**config.mk**
```make
export PLATFORM = sky130hd
export DESIGN_NAME = pipe_stage_latch
export DESIGN_NICKNAME = d
export VERILOG_FILES = /design/src/rtl/pipe_stage_latch.sv
export SDC_FILE = /design/constraint.sdc
export NUM_CORES = 1
export LEC_CHECK = 0
export BUFFER_PORTS_ARGS = -buffer_cell sky130_fd_sc_hd__buf_2
export CELL_PAD_IN_SITES_DETAIL_PLACEMENT = 0
export CELL_PAD_IN_SITES_GLOBAL_PLACEMENT = 1
export CORE_MARGIN = 8
export CORE_UTILIZATION = 28
export DETAILED_ROUTE_END_ITERATION = 8
export GPL_ROUTABILITY_DRIVEN = 0
export MAX_ROUTING_LAYER = met4
export PLACE_DENSITY = 0.86
export SLEW_MARGIN = 20
export SYNTH_ARGS = -nofsm -noshare
export SYNTH_HDL_FRONTEND = slang
export SYNTH_SLANG_ARGS = --single-unit
```
**constraint.sdc**
```tcl
create_clock -name i_clk -period 1.58 [get_ports i_clk]
set_input_delay 0.316 -clock i_clk [delete_from_list [all_inputs] [get_ports i_clk]]
set_output_delay 0.316 -clock i_clk [all_outputs]
set_load 0.02 [all_outputs]
```
**src/rtl/pipe_stage_latch.sv**
```systemverilog
`default_nettype none
// ============================================================================
//  Module      : pipe_stage_latch
//  Description : Generic pipeline-stage register carrying an opaque data
//                bundle and a control bundle over a valid/ready handshake.
//                Supports debug single-step gating, synchronous flush,
//                bubble-safe control zeroing and a saturating bubble counter.
//                Define PIPE_LATCH_SKID_EN to add a two-entry skid buffer
//                with a registered o_ready.
//  Revision    : 1.0 - initial release
// ============================================================================
module pipe_stage_latch #(
  parameter int DATA_WIDTH = 128,
  parameter int CTRL_WIDTH = 24,
  parameter int CNT_WIDTH  = 16
) (
  input  logic                  i_clk,
  input  logic                  i_reset,
  input  logic                  i_step,
  input  logic                  i_flush,
  input  logic                  i_valid,
  output logic                  o_ready,
  input  logic [DATA_WIDTH-1:0] i_data,
  input  logic [CTRL_WIDTH-1:0] i_ctrl,
  output logic                  o_valid,
  input  logic                  i_ready,
  output logic [DATA_WIDTH-1:0] o_data,
  output logic [CTRL_WIDTH-1:0] o_ctrl,
  output logic [1:0]            o_count,
  output logic [CNT_WIDTH-1:0]  o_bubbles
);

  localparam logic [CNT_WIDTH-1:0] c_bub_max = '1;
  localparam logic [CNT_WIDTH-1:0] c_bub_one = {{(CNT_WIDTH-1){1'b0}}, 1'b1};

  // Head entry: the one presented downstream.
  logic                  r_head_valid_q, w_head_valid_d;
  logic [DATA_WIDTH-1:0] r_head_data_q,  w_head_data_d;
  logic [CTRL_WIDTH-1:0] r_head_ctrl_q,  w_head_ctrl_d;
  logic [CNT_WIDTH-1:0]  r_bubbles_q,    w_bubbles_d;

  logic w_in_xfer;
  logic w_out_xfer;

`ifdef PIPE_LATCH_SKID_EN
  // Skid entry: catches the one input accepted while the head is stalled.
  logic                  r_skid_valid_q, w_skid_valid_d;
  logic [DATA_WIDTH-1:0] r_skid_data_q,  w_skid_data_d;
  logic [CTRL_WIDTH-1:0] r_skid_ctrl_q,  w_skid_ctrl_d;

  // Ready depends only on registered state, breaking the i_ready path.
  assign o_ready = ~i_reset & i_step & ~r_skid_valid_q;
  assign o_count = {1'b0, r_head_valid_q} + {1'b0, r_skid_valid_q};
`else
  // Ready passes through i_ready so a full head can refill in the same cycle.
  assign o_ready = ~i_reset & i_step & (~r_head_valid_q | i_ready);
  assign o_count = {1'b0, r_head_valid_q};
`endif

  assign w_in_xfer  = i_valid & o_ready;
  assign w_out_xfer = r_head_valid_q & i_ready & i_step;

  assign o_valid   = r_head_valid_q;
  assign o_data    = r_head_data_q;
  assign o_ctrl    = r_head_valid_q ? r_head_ctrl_q : '0;
  assign o_bubbles = r_bubbles_q;

  // Next-state for head/skid entries and the bubble counter; flush wins over transfers.
  always_comb begin
    w_head_valid_d = r_head_valid_q;
    w_head_data_d  = r_head_data_q;
    w_head_ctrl_d  = r_head_ctrl_q;
    w_bubbles_d    = r_bubbles_q;
`ifdef PIPE_LATCH_SKID_EN
    w_skid_valid_d = r_skid_valid_q;
    w_skid_data_d  = r_skid_data_q;
    w_skid_ctrl_d  = r_skid_ctrl_q;
`endif
    if (i_flush) begin
      w_head_valid_d = 1'b0;
      w_head_data_d  = '0;
      w_head_ctrl_d  = '0;
`ifdef PIPE_LATCH_SKID_EN
      w_skid_valid_d = 1'b0;
`endif
    end else begin
      // Bubbles are counted only on stepped edges with nothing presented.
      if (i_step && !r_head_valid_q && (r_bubbles_q != c_bub_max)) begin
        w_bubbles_d = r_bubbles_q + c_bub_one;
      end
`ifdef PIPE_LATCH_SKID_EN
      if (!r_head_valid_q || w_out_xfer) begin
        // Skid is only ever full while o_ready=0, so no input competes here.
        if (r_skid_valid_q) begin
          w_head_valid_d = 1'b1;
          w_head_data_d  = r_skid_data_q;
          w_head_ctrl_d  = r_skid_ctrl_q;
          w_skid_valid_d = 1'b0;
        end else if (w_in_xfer) begin
          w_head_valid_d = 1'b1;
          w_head_data_d  = i_data;
          w_head_ctrl_d  = i_ctrl;
        end else begin
          w_head_valid_d = 1'b0;
        end
      end else if (w_in_xfer) begin
        w_skid_valid_d = 1'b1;
        w_skid_data_d  = i_data;
        w_skid_ctrl_d  = i_ctrl;
      end
`else
      if (w_in_xfer) begin
        w_head_valid_d = 1'b1;
        w_head_data_d  = i_data;
        w_head_ctrl_d  = i_ctrl;
      end else if (w_out_xfer) begin
        w_head_valid_d = 1'b0;
      end
`endif
    end
  end

  // State registers with synchronous reset to the empty stage.
  always_ff @(posedge i_clk) begin
    if (i_reset) begin
      r_head_valid_q <= 1'b0;
      r_head_data_q  <= '0;
      r_head_ctrl_q  <= '0;
      r_bubbles_q    <= '0;
`ifdef PIPE_LATCH_SKID_EN
      r_skid_valid_q <= 1'b0;
      r_skid_data_q  <= '0;
      r_skid_ctrl_q  <= '0;
`endif
    end else begin
      r_head_valid_q <= w_head_valid_d;
      r_head_data_q  <= w_head_data_d;
      r_head_ctrl_q  <= w_head_ctrl_d;
      r_bubbles_q    <= w_bubbles_d;
`ifdef PIPE_LATCH_SKID_EN
      r_skid_valid_q <= w_skid_valid_d;
      r_skid_data_q  <= w_skid_data_d;
      r_skid_ctrl_q  <= w_skid_ctrl_d;
`endif
    end
  end

endmodule
`default_nettype wire

```
==> impl_results.md <==
* Status: complete, no violations
* WHS at 131.1 ps
* Async S/R FF share, synth at 0
* Total track usage at 0.1527
* Wire per inst at 15.21 um
* Insertion delay to the later sink of the worst-skew pair at 410 ps
* Clock power share at 0.446
* Post-route ant nets at 0
* Dominant cells by area after synthesis: dfxtp_1 (54%), nand2_1 (19%), a21oi_1 (13%)
* CTS sink cnt at 169
* Via count at 6465
* Top_reg_cell synth: dfxtp_1
* Final Skew at 6.316 ps
* Tcrit/Tclk final at 0.9893
* Max Fclk at 639.7 MHz
* Sequential fraction of the synthesis area at 0.5407
* Max_cap viols at 0
* Routed WL at 21.67 mm
* Syn_nets at 955
* Final Hold Viols at 0
* Fill cells at 2298
* Max FO, Critical Path at 7
* Final WS setup at 16.87 ps
* Clk slew on worst S/H paths at 70 ps
* LEAKAGE at 4.012 nW
* Sw Ratio at 0.2493
* Final setup vio count at 0
* Pin count of the biggest net entering global routing at 84
* TritonCTS clock tree: done
* Reg power frac at 0.476
* Synth top area share at 0.5407
* Number of global-route vias before repair at 6175
* Most frequent cells in the layout: nand2_1 (312), buf_2 (304), dfxtp_1 (162)
* Crit start category: register
* Global route total overflow at 0
* Dpl hpwl at 16.11 mm
* Row count at 54
* Yosys reg bits at 169
* Via-per-instance ratio at 4.537
* Die area at 27390 sq um
* Initial Utilization at 0.2858
* Deepest clock path buffer count at 2
* Maximum vdd drop at 0.6163 mV
* Post-layout util at 0.4250
* Worst path required time at 1930 ps
* CTS buffer count at 17
* Layout cells sized above 1 at 0.3788
* Residual DRC at 0
* Nets at 1289
* RSZ-0062 raised after global routing: true
* Core area at 21890 sq um
* Port Buf Inserts at 328
* Mapped Cells at 796
* Commonest non-fill, non-tap cell in the layout: nand2_1
* Die span in x at 165.5 um
* Ys Warns at 0
* Slew Viols, Final at 0
* Post-synth cell types at 36
* Hold WC Path Type: primary input to register
* First-pass iteration count of the detailed router at 4
* Element type at the critical path end: register
* Avg Cell Area, Syn at 7.861 sq um
* Num ports at 330
* Hold Buf Count CTS at 0
* P_int at 0.006843 W
* CP Class: register to register
* Initial antenna violation count at 1
* Die height at 165.5 um
* Post-Syn Area at 6257 sq um
* Cell taking the most area after synthesis: dfxtp_1
* Layout area overhead at 48.69%
* First DRT Iteration DRCs at 358
* Pwr Density at 979.7 nW/um^2
* Place WS at -69.35 ps
* Power share of the combinational group at 0.078
* Number of flops mapped to enable cells by yosys at 0
* CP Data Arrival Time at 1910 ps
* CTS root buf: clkbuf_16
* First-pass GRT wire length at 32.32 mm
* Fin crit period at 1563 ps
* Net Sw Power at 0.002272 W
* CTS H-tree lvls at 4
==> power by group through the flow <==
| stage | sequential (W) | clock, W | combinational (W) |
|---|---|---|---|
| floorplan | 0.00450 | 0 | 0.000253 |
| global placement | 0.00444 | 0 | 0.000708 |
| detailed placement | 0.00444 | 0 | 0.000712 |
| CTS | 0.00434 | 0.00423 | 0.000716 |
| global route | 0.00434 | 0.00442 | 0.000775 |
| finish | 0.00434 | 0.00407 | 0.000709 |
==> final timing paths <==
kind	slack (ps)	endpoint	cells after the start	from
max reg2reg	20	o_bubbles[8]	5	o_bubbles[0]
min reg2reg	450	r_head_ctrl_q[8]	2	r_head_ctrl_q[8]
min	130	r_head_ctrl_q[19]	3	i_ctrl[19]
max	20	o_bubbles[8]	5	o_bubbles[0]
==> Yosys cell counts, drive strengths merged (4+ instances only) <==
library cell  instances
nand2               313
clkbuf               33
and2                 24
nand4                 5
o31ai                 5
or3                   5
dfxtp               169
o21ai                 4
nand3                 6
inv                   4
or4                   4
and4                  6
a21oi               162
buf                  24
==> routing by layer <==
metal	track usage	part of all wire	routed length, um	vias up
met4	0.05357	0.020	429	0
met2	0.2531	0.49	10720	217
met3	0.04214	0.073	1591	30
met1	0.1746	0.41	8927	2933
met5	-	0	0	-
li1	-	-	-	3285
==> logic make-up after synthesis <==
kind of cell | after synthesis | synth area share
mux | 3 | 0.005199
flops | 169 | 0.5407
fa+ha+maj | 1 | 0.001999
other cells | 1 | 0.0005993
buf+inv | 61 | 0.04219
compound gates | 182 | 0.1528
simple gates | 379 | 0.2566
==> metrics by stage <==
step	total power (W)	cell area, sq um	instances	setup TNS (ps)
2_1_floorplan	0.004754	6286	796	-15.59
3_3_place_gp	0.005145	8519	1390	-89.50
3_5_place_dp	0.005151	8519	1390	-244.9
4_1_cts	0.009285	9189	1422	-7.072
5_1_grt	0.009537	9301	1424	-798.1
6_report	0.009115	9304	1425	0
==> layout make-up <==
cell class	count	area [sq um]	area share
Antenna cell	2	5.005	0.0005379
Inverter	4	15.01	0.001614
Clock inverter	13	135.1	0.01452
Sequential cell	169	3402	0.3657
Multi-Input combinational cell	566	2689	0.2890
Clock buffer	19	432.9	0.04653
Timing Repair Buffer	372	2275	0.2445
Tap cell	280	350.3	0.03765
==> state kept, by name (all words and copies together), names as in the netlist <==
| name | flops |
|---|---|
| o_valid | 1 |
| o_data | 128 |
| o_bubbles | 16 |
| r_head_ctrl_q | 24 |
==> what timing repair did <==
| action | in CTS | in global routing |
|---|---|---|
| resized for setup | 36 | 30 |
| buffers inserted | 0 | 1 |
| setup endpoints to repair | 26 | 39 |
| pin swaps | 0 | 10 |
| cloned | 0 | 0 |
==> worst max-delay path, cell delays in order (launching register included) <==
cell     delay (ps)
dfxtp_4         360
ha_4            130
and4_4          230
nand2_2         100
or4_4           540
a21oi_2         130
No activity file was read; power rests on OpenSTA's default activity.
